File: config.mk
export PLATFORM = sky130hd
export DESIGN_NAME = rect_filler
export DESIGN_NICKNAME = d
export VERILOG_FILES = /design/src/rtl/lab6_gfx_pkg.sv /design/src/rtl/raster_counter.sv /design/src/rtl/rect_filler.sv
export SDC_FILE = /design/constraint.sdc
export NUM_CORES = 1
export LEC_CHECK = 0
export CORE_AREA = 2 2 122 124
export DETAILED_ROUTE_END_ITERATION = 6
export DIE_AREA = 0 0 124 126
export DONT_BUFFER_PORTS = 1
export SYNTH_ARGS = -nofsm -noshare
export SYNTH_HDL_FRONTEND = slang
export SYNTH_SLANG_ARGS = --single-unit
File: constraint.sdc
create_clock -name clock -period 6.7 [get_ports clock]
set_input_delay 0.67 -clock clock [delete_from_list [all_inputs] [get_ports clock]]
set_output_delay 0.67 -clock clock [all_outputs]
set_load 0.05 [all_outputs]
File: src/rtl/lab6_gfx_pkg.sv
// lab6_gfx_pkg: shared graphics defaults, pixel types and fill FSM state encoding.
package lab6_gfx_pkg;
    localparam int DEF_SCREEN_W = 640;
    localparam int DEF_SCREEN_H = 480;
    localparam int DEF_COORD_W  = 11;
    localparam int DEF_COLOR_W  = 1;
    localparam int DEF_CNT_W    = 20;
    typedef logic [DEF_COORD_W-1:0] coord_t;
    typedef logic [DEF_COLOR_W-1:0] color_t;
    typedef enum logic [1:0] {S_IDLE, S_SETUP, S_FILL, S_DONE} fill_state_t;
endpackage

File: src/rtl/raster_counter.sv
// raster_counter: 2-D x-first stepper over [xa..xb] x [ya..yb]; never steps past (xb,yb) when driven correctly.
module raster_counter #(
    parameter int COORD_W = 11
) (
    input  logic               clock,
    input  logic               reset_n,
    input  logic               i_load,
    input  logic               i_step,
    input  logic [COORD_W-1:0] i_xa,
    input  logic [COORD_W-1:0] i_ya,
    input  logic [COORD_W-1:0] i_xb,
    input  logic [COORD_W-1:0] i_yb,
    output logic [COORD_W-1:0] o_x,
    output logic [COORD_W-1:0] o_y,
    output logic               o_last
);
    logic [COORD_W-1:0] r_x, r_y, r_xa, r_xb, r_yb;
    logic               w_eol;
    assign w_eol = (r_x == r_xb);
    always_ff @(posedge clock or negedge reset_n) begin
        if (!reset_n) begin
            r_x  <= '0;
            r_y  <= '0;
            r_xa <= '0;
            r_xb <= '0;
            r_yb <= '0;
        end else if (i_load) begin
            r_x  <= i_xa;
            r_y  <= i_ya;
            r_xa <= i_xa;
            r_xb <= i_xb;
            r_yb <= i_yb;
        end else if (i_step) begin
            r_x <= w_eol ? r_xa : r_x + COORD_W'(1);
            r_y <= w_eol ? r_y + COORD_W'(1) : r_y;
        end
    end
    assign o_x    = r_x;
    assign o_y    = r_y;
    assign o_last = w_eol && (r_y == r_yb);
endmodule

File: src/rtl/rect_filler.sv
// rect_filler: streams every pixel of a normalised, screen-clipped rectangle in one colour
// to a valid/ready frame-buffer port, with abort and transferred-pixel count.
module rect_filler
    import lab6_gfx_pkg::*;
#(
    parameter int SCREEN_W = DEF_SCREEN_W,
    parameter int SCREEN_H = DEF_SCREEN_H,
    parameter int COORD_W  = DEF_COORD_W,
    parameter int COLOR_W  = DEF_COLOR_W,
    parameter int CNT_W    = DEF_CNT_W
) (
    input  logic               clock,
    input  logic               reset_n,
    input  logic               start,
    input  logic               abort,
    input  logic [COORD_W-1:0] x0,
    input  logic [COORD_W-1:0] y0,
    input  logic [COORD_W-1:0] x1,
    input  logic [COORD_W-1:0] y1,
    input  logic [COLOR_W-1:0] color,
    output logic               pix_valid,
    input  logic               pix_ready,
    output logic [COORD_W-1:0] x,
    output logic [COORD_W-1:0] y,
    output logic [COLOR_W-1:0] pix_color,
    output logic               busy,
    output logic               done,
    output logic [CNT_W-1:0]   pix_count
);
    localparam logic [COORD_W-1:0] XMAX = COORD_W'(SCREEN_W - 1);
    localparam logic [COORD_W-1:0] YMAX = COORD_W'(SCREEN_H - 1);
    fill_state_t        r_state, w_next;
    logic [COORD_W-1:0] r_x0, r_y0, r_x1, r_y1;
    logic [COLOR_W-1:0] r_color;
    logic               r_valid, r_busy, r_done;
    logic [CNT_W-1:0]   r_count;
    logic [COORD_W-1:0] w_xa, w_xm, w_xb, w_ya, w_ym, w_yb;
    logic               w_empty, w_xfer, w_last, w_load, w_step;
    assign w_xa    = (r_x0 < r_x1) ? r_x0 : r_x1;
    assign w_xm    = (r_x0 < r_x1) ? r_x1 : r_x0;
    assign w_xb    = (w_xm > XMAX) ? XMAX : w_xm;
    assign w_ya    = (r_y0 < r_y1) ? r_y0 : r_y1;
    assign w_ym    = (r_y0 < r_y1) ? r_y1 : r_y0;
    assign w_yb    = (w_ym > YMAX) ? YMAX : w_ym;
    assign w_empty = (w_xa > XMAX) || (w_ya > YMAX);
    assign w_xfer  = r_valid && pix_ready;
    // The last pixel is never stepped past, so the counter stays inside the clipped box.
    assign w_load  = (r_state == S_SETUP) && !abort && !w_empty;
    assign w_step  = (r_state == S_FILL) && !abort && w_xfer && !w_last;
    raster_counter #(.COORD_W(COORD_W)) u_cnt (
        .clock  (clock),
        .reset_n(reset_n),
        .i_load (w_load),
        .i_step (w_step),
        .i_xa   (w_xa),
        .i_ya   (w_ya),
        .i_xb   (w_xb),
        .i_yb   (w_yb),
        .o_x    (x),
        .o_y    (y),
        .o_last (w_last)
    );
    always_comb begin
        w_next = r_state;
        case (r_state)
            S_IDLE:  w_next = start ? S_SETUP : S_IDLE;
            S_SETUP: w_next = abort ? S_IDLE : (w_empty ? S_DONE : S_FILL);
            S_FILL:  w_next = abort ? S_IDLE : ((w_xfer && w_last) ? S_DONE : S_FILL);
            S_DONE:  w_next = start ? S_DONE : S_IDLE;
            default: w_next = S_IDLE;
        endcase
    end
    always_ff @(posedge clock or negedge reset_n) begin
        if (!reset_n) begin
            r_state <= S_IDLE;
            r_valid <= 1'b0;
            r_busy  <= 1'b0;
            r_done  <= 1'b0;
            r_count <= '0;
            r_x0    <= '0;
            r_y0    <= '0;
            r_x1    <= '0;
            r_y1    <= '0;
            r_color <= '0;
        end else begin
            r_state <= w_next;
            r_valid <= (w_next == S_FILL);
            r_busy  <= (w_next == S_SETUP) || (w_next == S_FILL);
            r_done  <= (w_next == S_DONE);
            if (r_state == S_IDLE && start) begin
                r_x0    <= x0;
                r_y0    <= y0;
                r_x1    <= x1;
                r_y1    <= y1;
                r_color <= color;
                r_count <= '0;
            end else if (r_state == S_FILL && w_xfer && !abort) begin
                r_count <= r_count + CNT_W'(1);
            end
        end
    end
    assign pix_valid = r_valid;
    assign busy      = r_busy;
    assign done      = r_done;
    assign pix_count = r_count;
    assign pix_color = r_color;
endmodule

# Word-level counts from Yosys, hierarchy flattened
# Index checks and enable logic that the tools add are counted.
[totals]
regBits = 125
latch_bits = 0
mem_bits_rw = 0
mem_bits_ro = 0
input_bits = 50
output_inout_bits = 46
word_cells = 74
n_memories = 0
[op_classes]
add_sub_neg = 3
n_mul = 0
n_div = 0
magnitude_cmp = 6
n_eq_ne = 8
n_shift = 0
n_mux = 21
n_bitwise = 0
reduce_logical = 21
[op_table]
columns = ["op", "n"]
rows = [
  ["11-bit two-way mux", 12],
  ["20-bit two-way mux", 2],
  ["11-bit by 1-bit adder with 11-bit output, second input constant", 2],
  ["11-bit == test", 2],
  ["11-bit by 10-bit > comparator with 1-bit output, second input constant", 2],
  ["11-bit by 9-bit > comparator with 1-bit output, second input constant", 2],
  ["11-bit < comparator", 2],
  ["20-bit by 1-bit adder with 20-bit output, second input constant", 1],
  ["1-bit logical AND", 11],
  ["2-bit == test, second input constant", 4],
  ["2-bit case mux with 4 select lines", 1],
  ["2-bit two-way mux", 3],
  ["2-bit nonzero test", 3],
  ["2-bit by 1-bit == test with 1-bit output, second input constant", 2],
  ["1-bit zero test", 3],
  ["1-bit two-way mux", 3],
  ["2-bit zero test", 1],
  ["1-bit logical OR", 2],
  ["2-bit AND reduction", 1],
]

# Logic depth before layout (Yosys ltp)
# Gate-level depths: netlist of run 1.
[depth]
word_depth = 9
mapped_depth = 11
mapped_depth_nobuf = 11

# Cells and area by module
# From an unflattened synthesis of run 1, not the netlist that was laid out.
[unflattened]
cells_unflattened = 691
area_unflattened_um2 = 6929.1
[by_module_without_submodules]
columns = ["mod", "n_inst", "cells_each", "area_each_um2", "seq_area_each_um2"]
rows = [
  ["rect_filler", 1, 406, 3945.0, 1751.7],
  ["raster_counter", 1, 285, 2984.1, 1376.3],
]

# Worst setup path after synthesis of run 1
# OpenSTA, ideal clock, no wires.
[synth_path]
kind = "reg2reg"
start = "register r_y0[9]"
end = "register r_done (netlist: done)"
t_arrival_ns = 2.596
t_required_ns = 6.579
setup_slack_ns = 3.983
path_stages_with_launch = 10
cell_sequence = "dfrtp_1 -> ha_1 -> a21oi_1 -> a21boi_1 -> or4_1 -> a21o_1 -> a22oi_1 -> nor3_1 -> or4_1 -> ha_1"
[synth_between]
elab_chain_len = 8
[synth_lines]
columns = ["element", "line", "source"]
rows = [
  ["start, declared", "rect_filler.sv:33", "logic [COORD_W-1:0] r_x0, r_y0, r_x1, r_y1;"],
  ["start signal, assigned", "rect_filler.sv:92", "r_y0 <= y0;"],
  ["11-bit < comparator", "rect_filler.sv:42", "assign w_ya = (r_y0 < r_y1) ? r_y0 : r_y1;"],
  ["11-bit two-way mux (*)", "rect_filler.sv:42", ""],
  ["11-bit by 9-bit > comparator with 1-bit output (*)", "rect_filler.sv:45", "assign w_empty = (w_xa > XMAX) || (w_ya > YMAX);"],
  ["1-bit logical OR (*)", "rect_filler.sv:45", ""],
  ["1-bit two-way mux (*)", "rect_filler.sv:67", "S_SETUP: w_next = abort ? S_IDLE : (w_empty ? S_DONE : S_FILL);"],
  ["2-bit two-way mux (*)", "rect_filler.sv:67", ""],
  ["2-bit case mux with 4 select lines (*)", "rect_filler.sv:65", "case (r_state)"],
  ["net w_next[0]", "rect_filler.sv:32", "fill_state_t r_state, w_next;"],
  ["2-bit == test (*)", "rect_filler.sv:89", "r_done <= (w_next == S_DONE);"],
  ["end signal, assigned", "rect_filler.sv:89", ""],
  ["end, declared", "rect_filler.sv:35", "logic r_valid, r_busy, r_done;"],
]
# The timed path passes the listed nets; every way through them passes the cells marked *.
# A chain may end at the register's enable or synchronous reset.

# Worst setup path in the final report of run 1
[layout_path]
start = "register r_y0[9]"
end = "register u_cnt.r_x[8] (netlist: u_cnt.o_x[8])"
[layout_between]
elab_chain_len = 7
[layout_lines]
columns = ["element", "line", "source"]
rows = [
  ["11-bit < comparator", "rect_filler.sv:42", ""],
  ["11-bit two-way mux (*)", "rect_filler.sv:42", ""],
  ["11-bit by 9-bit > comparator with 1-bit output (*)", "rect_filler.sv:45", ""],
  ["1-bit logical OR (*)", "rect_filler.sv:45", ""],
  ["1-bit zero test (*)", "rect_filler.sv:48", "assign w_load = (r_state == S_SETUP) && !abort && !w_empty;"],
  ["1-bit logical AND (*)", "rect_filler.sv:48", ""],
  ["11-bit two-way mux / 2-bit nonzero test (equally long branches)", "-", ""],
  ["end signal, assigned", "raster_counter.sv:28", "r_x <= i_xa;"],
  ["end signal, assigned", "raster_counter.sv:34", "r_x <= w_eol ? r_xa : r_x + COORD_W'(1);"],
  ["end, declared", "raster_counter.sv:17", "logic [COORD_W-1:0] r_x, r_y, r_xa, r_xb, r_yb;"],
]
# Every way passes the cells marked *; elsewhere a longest branch is shown, timed or not.

==> results of run 1 <==
cell usage in the layout (no fill, tap or decap), drive strengths merged, types with 6 or more instances in the layout:
| master | n |
|---|---|
| nor2 | 68 |
| clkbuf | 23 |
| nand2 | 49 |
| nor2b | 7 |
| and4 | 6 |
| inv | 36 |
| a21oi | 37 |
| nand2b | 8 |
| xor2 | 17 |
| dfrtp | 125 |
| mux2i | 28 |
| o21ai | 38 |
| xnor2 | 34 |
| a21o | 8 |
| buf | 6 |
| nand3 | 15 |
| and3 | 9 |
| o221ai | 6 |
| a31oi | 16 |
| mux2 | 27 |
| nor3 | 10 |
| clkinv | 6 |
| ha | 25 |
| nand4 | 17 |
worst paths after layout:
check | start | endpoint | cells after the start
min in group clock | x1[10] | r_x1[10] | 2
max reg2reg | r_y0[9] | u_cnt.o_x[8] | 9
max in group asynchronous | reset_n | r_x0[8] | 1
max | r_y0[9] | u_cnt.o_x[8] | 9
min | reset_n | u_cnt.o_y[4] | 1
min reg2reg | u_cnt.r_xa[9] | u_cnt.r_xa[9] | 1
report_power, final:
part	switching [mW]	total, mW	internal, mW
registers	0.484	1.51	1.03
logic	0.861	1.51	0.650
clock network	0.321	0.891	0.570
total	1.67	3.91	2.25
registers in the layout (all words and copies together), names as in the netlist:
signal / cells
u_cnt.o_y: 11
r_y0: 11
u_cnt.r_xb: 11
pix_valid: 1
u_cnt.r_yb: 11
r_x0: 11
done: 1
busy: 1
r_x1: 11
pix_color: 1
u_cnt.r_xa: 11
r_state: 2
pix_count: 20
r_y1: 11
u_cnt.o_x: 11
final cells by class:
| class | count | area (um2) | area share, % |
|---|---|---|---|
| Clock buffer | 23 | 478 | 6.47 |
| Clock inverter | 8 | 90.1 | 1.22 |
| Inverter | 36 | 135 | 1.83 |
| Multi-Input combinational cell | 475 | 3260 | 44.1 |
| Sequential cell | 125 | 3130 | 42.4 |
| Tap cell | 184 | 230 | 3.12 |
| Timing Repair Buffer | 6 | 65.1 | 0.881 |
per-stage QoR:
stage          hold slack, ps  power (mW)  area (um2)  setup WS, ps  util [%]
6_report                  229        3.91        7380          3320      51.6
5_1_grt                   261        4.21        7380          3120      51.6
4_1_cts                   247        3.93        7380          3340      51.5
3_5_place_dp              379        3.01        6780          3350      47.4
3_3_place_gp              380        2.97        6780          3430      47.4
2_1_floorplan             374        2.60        6620          3980         -
metal layers:
metal	vias up	GRT usage, %	routed length, um
met5	-	0	0
met4	0	7.14	188
met3	17	6.70	1010
met2	132	28.9	6630
met1	2387	30.2	7280
li1	2345	-	-
synth_stat cells (6+ instances only):
library cell / n / share of area, %
sky130_fd_sc_hd__xor2_1: 17 / 2.2
sky130_fd_sc_hd__a21o_1: 8 / 0.91
sky130_fd_sc_hd__o221ai_1: 6 / 0.79
sky130_fd_sc_hd__nor2b_1: 7 / 0.66
sky130_fd_sc_hd__dfrtp_1: 125 / 47
sky130_fd_sc_hd__o21ai_0: 38 / 2.9
sky130_fd_sc_hd__mux2_2: 27 / 4.6
sky130_fd_sc_hd__xnor2_1: 34 / 4.5
sky130_fd_sc_hd__nor3_1: 10 / 0.76
sky130_fd_sc_hd__buf_2: 7 / 0.53
sky130_fd_sc_hd__a21oi_1: 37 / 2.8
sky130_fd_sc_hd__and4_1: 6 / 0.79
sky130_fd_sc_hd__and3_1: 9 / 0.85
sky130_fd_sc_hd__nand2b_1: 8 / 0.76
sky130_fd_sc_hd__a31oi_1: 16 / 1.5
sky130_fd_sc_hd__nand2_1: 49 / 2.8
sky130_fd_sc_hd__clkbuf_1: 16 / 0.91
sky130_fd_sc_hd__ha_1: 25 / 4.7
sky130_fd_sc_hd__mux2i_1: 28 / 4.2
sky130_fd_sc_hd__nor2_1: 68 / 3.9
sky130_fd_sc_hd__nand3_1: 15 / 1.1
sky130_fd_sc_hd__nand4_1: 17 / 1.6
sky130_fd_sc_hd__inv_1: 36 / 2.0
worst max-delay path, cell delays in order, from the launching register on:
cell	delay (ps)
sky130_fd_sc_hd__dfrtp_1	390
sky130_fd_sc_hd__ha_1	330
sky130_fd_sc_hd__a21oi_1	150
sky130_fd_sc_hd__a21boi_1	140
sky130_fd_sc_hd__or4_1	520
sky130_fd_sc_hd__a21o_1	210
sky130_fd_sc_hd__a221oi_4	300
sky130_fd_sc_hd__buf_4	670
sky130_fd_sc_hd__nor2_1	190
sky130_fd_sc_hd__a221o_1	340
kinds of logic (layout without fill, tap and decap cells):
logic type | Yosys count | count (layout)
AND/OR/NAND/NOR | 204 | 204
adder cells (fa/ha/maj) | 25 | 25
flip-flops | 125 | 125
buffers and inverters | 65 | 73
multiplexers | 55 | 55
AO/OA/AOI/OAI | 140 | 140
XOR/XNOR | 51 | 51
==> metrics.txt, run 1 <==
first-pass GRT wire length=between 20000 and 25000 um; total via count after detailed routing=between 4000 and 5000; crit end category=flip-flop; Core Region=between 10000 and 15000 um2; synth-to-layout area growth=11.5%; final-report max-slew violation count=0; Worst Path Class, Setup=flip-flop to flip-flop; number of nets still failing antenna checks after routing=0; Boundary Pins=96; total length of routed wires=about 15000 um; die footprint=15600 um2; Buffers on Ports=0; Post-Synth Simple-Gate Area=about 15%; Num Clock Sinks=~130; starting density of the core=between 40% and 50%; slew at the pin closest to its max-slew limit=847 ps; final worst-path cycle share=between 50 and 60%; kind of launch point of the worst setup path=flip-flop; setup repair bufs after CTS=0; number of synthesized flops with an enable pin=0; Die Span Y=126 um; power per cell area=between 500 and 600 nW/um2; gpl congestion=around 0.81; fraction of the mapped netlist area in compound gates=13.6%; number of synthesis warnings=0; cell row count=44; maximum resistive drop on vdd=234 uV; total grt overflow=0; Resized Gates After CTS=0; CTS HTree Levels=4; number of antenna violations at the first check in global routing=0; CTS tree=built; Synth Cell Area=about 6600 um2; CTS hold repair buffers=1; count of antenna diodes in the layout=0; CP Data Required Time=7000 ps; share of synthesized area occupied by flip-flops and latches=47.2%; net count after synthesis=740; pin count of the biggest net entering global routing=about 130; multiplexer share of the synthesized area=between 8 and 9%; Max-slew headroom=approximately 43%; clock period minus worst slack=approximately 3400 ps; clock tree root driver cell=sky130_fd_sc_hd__clkbuf_16; number of synthesized register bits=between 100 and 150; Setup-failing EPs final=0; fill cell count=roughly 1300; post-layout instance count excluding filler cells=approximately 860; largest buffer count on any clock path=2; DRT Pass-1 Iters=5; Total Neg Setup Slack=0 ps; detailed-route DRC error count=0; half-perimeter wire length after detailed placement=~11000 um; gr usage total=approximately 21%; DR iter-0 viols=between 200 and 300; clock slew at the register clock pins of the worst setup and hold paths=about 50 ps; static power due to leakage=~3.2 nW; post-synthesis share of cell area spent on full adders, half adders and majority gates=approximately 4.7%; dominant combinational cell family by area after synthesis=simple AND/OR/NAND/NOR gates; via count of the first global-routing pass=roughly 4900; setup repair after global routing missed its margin=no; number of distinct library cells after synthesis=54; post-synthesis instance total=665; drt via density=5.70; cell count after placement=about 830; Inserted Clock Buffers=17; die span in x=124 um; worst min-delay path category=primary input to asynchronous set/reset pin; synthesized area per cell=around 10 um2; slack of the worst reg-to-reg path=around 3300 ps; arrival time of data at the critical path endpoint=between 3000 and 4000 ps; Worst-Skew Late Latency=~420 ps; Nets=~740; crit-path max FO=roughly 80; ratio of cells with drive above 1 in the final layout=10.3%; result of the run=finished, final reports clean; fraction of registers with async set/reset=100%; Max Fclk=just under 300 MHz; final hold vios=0; most used flip-flop cell after synthesis=sky130_fd_sc_hd__dfrtp_1; xor and xnor area share after synthesis=6.75%; wire length per cell after detailed routing=17.6 um; max_cap viols=0; Max Clock Skew=10.1 ps
No activity file was read; power rests on OpenSTA's default activity.
==> run 2: changes to the inputs <==
Clock period 6.7 ns to 3.5 ns, I/O delays scaled along.
==> run 2 against run 1 <==
  * First-iteration DRC count fell by 3.1%
  * Critical path depth unchanged
  * Worst hold slack worse by 180 ps
  * Count of clock-buffer cells in the layout down 2
  * Power increased by 100%
  * Clock skew fell by 1.0 ps
  * Global-route usage up 0.53 points
  * Register-to-register slack worse by 2900 ps
  * Die area stayed put
  * Sequential power up 67%
  * Sequential share of layout area shrank 1.3 points
  * Critical path type unchanged
  * Critical endpoint is now done
  * Highest routed layer unchanged
==> metrics.txt, run 2 (synthesized netlist as in run 1, its figures left out) <==
Total Neg Setup Slack=0 ps (unchanged); half-perimeter wire length after detailed placement=10900 um (+3.1%); Worst-Skew Late Latency=420 ps (about the same); static power due to leakage=3.34 nW (+4.1%); kind of launch point of the worst setup path=flip-flop; wire length per cell after detailed routing=17.6 um (+0.11%); largest buffer count on any clock path=2 (unchanged); Worst Path Class, Setup=flip-flop to flip-flop; gr usage total=21.2% (+0.53 points); slowest CP cell=sky130_fd_sc_hd__or4_1; number of antenna violations at the first check in global routing=0 (unchanged); Max Clock Skew=9.12 ps (-0.999 ps); first-pass GRT wire length=25700 um (+3.5%); highest-count cells in the layout ignoring fill and taps=sky130_fd_sc_hd__dfrtp_1, sky130_fd_sc_hd__nor2_1, sky130_fd_sc_hd__nand2_1; power per cell area=1030 nW/um2 (+94%); Max-slew headroom=53.5% (+10 points); Setup-failing EPs final=0 (unchanged); setup repair after global routing missed its margin=no; Max Fclk=322 MHz (+8.9%); Die Span Y=126 um (unchanged); via count of the first global-routing pass=5013 (+3.3%); CTS tree=built; arrival time of data at the critical path endpoint=3410 ps (-270 ps); max_cap viols=0 (unchanged); placed cell areas=6950 um2 (+2.4%); total grt overflow=0 (unchanged); cell row count=44 (unchanged); drt via density=5.66 (-0.59%); die footprint=15600 um2 (unchanged); most common cell after layout, fill and taps aside=sky130_fd_sc_hd__dfrtp_1; overall power=7.84 mW (+100%); number of nets still failing antenna checks after routing=0 (unchanged); clock slew at the register clock pins of the worst setup and hold paths=60 ps (about the same); slack of the worst reg-to-reg path=400 ps (-2920 ps); gpl congestion=0.796 (-2.2%); detailed-route DRC error count=0 (unchanged); CTS hold repair buffers=2 (+1); final-report max-slew violation count=0 (unchanged); worst min-delay path category=primary input to flip-flop; DRT Pass-1 Iters=5 (unchanged); count of antenna diodes in the layout=0 (unchanged); CP Data Required Time=3800 ps (-3200 ps); Num Clock Sinks=125 (unchanged); starting density of the core=46.3% (unchanged); crit-path max FO=3 (-96%); clock period minus worst slack=3100 ps (-276 ps); result of the run=finished, final reports clean; Resized Gates After CTS=0 (unchanged); clock tree root driver cell=sky130_fd_sc_hd__clkbuf_16; die span in x=124 um (unchanged); total via count after detailed routing=4977 (+2.0%); Boundary Pins=96 (unchanged); ratio of cells with drive above 1 in the final layout=13.4% (+3.1 points); crit end category=flip-flop; DR iter-0 viols=284 (-3.1%); CTS HTree Levels=4 (unchanged); final worst-path cycle share=88.6% (+38 points); flip-flop count of the largest register after layout=20 (unchanged); pin count of the biggest net entering global routing=126 (unchanged); synth-to-layout area growth=15.2%; total length of routed wires=15500 um (+2.7%); slew at the pin closest to its max-slew limit=694 ps (-153 ps); Buffers on Ports=0 (unchanged); final hold vios=0 (unchanged); setup repair bufs after CTS=0 (unchanged); cells along the critical path=ha_1, a21oi_1, a21boi_1, or4_1, a21o_1, a22oi_1, nor3_1, or4_1, ha_1; maximum resistive drop on vdd=546 uV (+130%); Core Region=14300 um2 (unchanged); Nets=757 (+2.9%); Inserted Clock Buffers=17 (unchanged); crit-path max cell delay=520 ps (-150 ps); cell area after layout=7630 um2 (+3.3%)
[run 2: cell types whose count changed in the layout (fill, tap and decap cells not counted)]
cell,previous run,this run
sky130_fd_sc_hd__nor3b_4,1,0
sky130_fd_sc_hd__buf_12,0,1
sky130_fd_sc_hd__buf_4,5,24
sky130_fd_sc_hd__nor3b_2,1,2
sky130_fd_sc_hd__dlygate4sd3_1,0,1
sky130_fd_sc_hd__clkinvlp_4,0,3
sky130_fd_sc_hd__bufinv_16,2,4
sky130_fd_sc_hd__clkbuf_1,3,0
sky130_fd_sc_hd__clkbuf_8,3,4
sky130_fd_sc_hd__clkinv_2,6,4
[run 2: final cells by class]
type / count / area (um2)
Clock buffer: 21 / 480
Clock inverter: 11 / 163
Fill cell: 1297 / 6690
Inverter: 36 / 135
Multi-Input combinational cell: 475 / 3250
Sequential cell: 125 / 3130
Tap cell: 184 / 230
Timing Repair Buffer: 27 / 238
[run 2: metrics by stage]
stage	hold WS (ps)	cells	worst slack, ps	util [%]
finish	49.4	879	398	53.3
global route	54.0	879	273	53.3
CTS	34.1	879	401	53.3
floorplan	54.4	665	783	-
detailed placement	59.9	845	420	48.5
global placement	60.6	845	513	48.5
[run 2: where the power goes]
part | switching (mW) | internal, mW | total (mW)
Clock | 0.636 | 1.26 | 1.90
Combinational | 2.08 | 1.35 | 3.42
Sequential | 0.541 | 1.98 | 2.52
Total | 3.25 | 4.59 | 7.84
[run 2: path summary, 6_finish.rpt]
check | startpoint | to | cells past startpoint
min reg2reg | u_cnt.r_xa[9] | u_cnt.r_xa[9] | 1
min | x1[4] | r_x1[4] | 2
min in group asynchronous | reset_n | u_cnt.o_y[4] | 2
max in group asynchronous | reset_n | r_x1[4] | 2
max | r_y0[9] | done | 9
max reg2reg | r_y0[9] | done | 9
[run 2: critical path, delay by kind of cell (launching register included)]
family,cells,cell delay [ps]
simple gates,3,1150
compound gates,4,850
flops,1,410
fa+ha+maj,2,560
[run 2: per-layer routing]
metal	global-route usage (%)	wire length (um)	part of all wire, %	vias up
li1	-	-	-	2392
met1	30.5	7230	47	2409
met2	30.6	6800	44	145
met3	5.93	1110	7.2	31
met4	8.00	362	2.3	0
met5	0	0	0	-
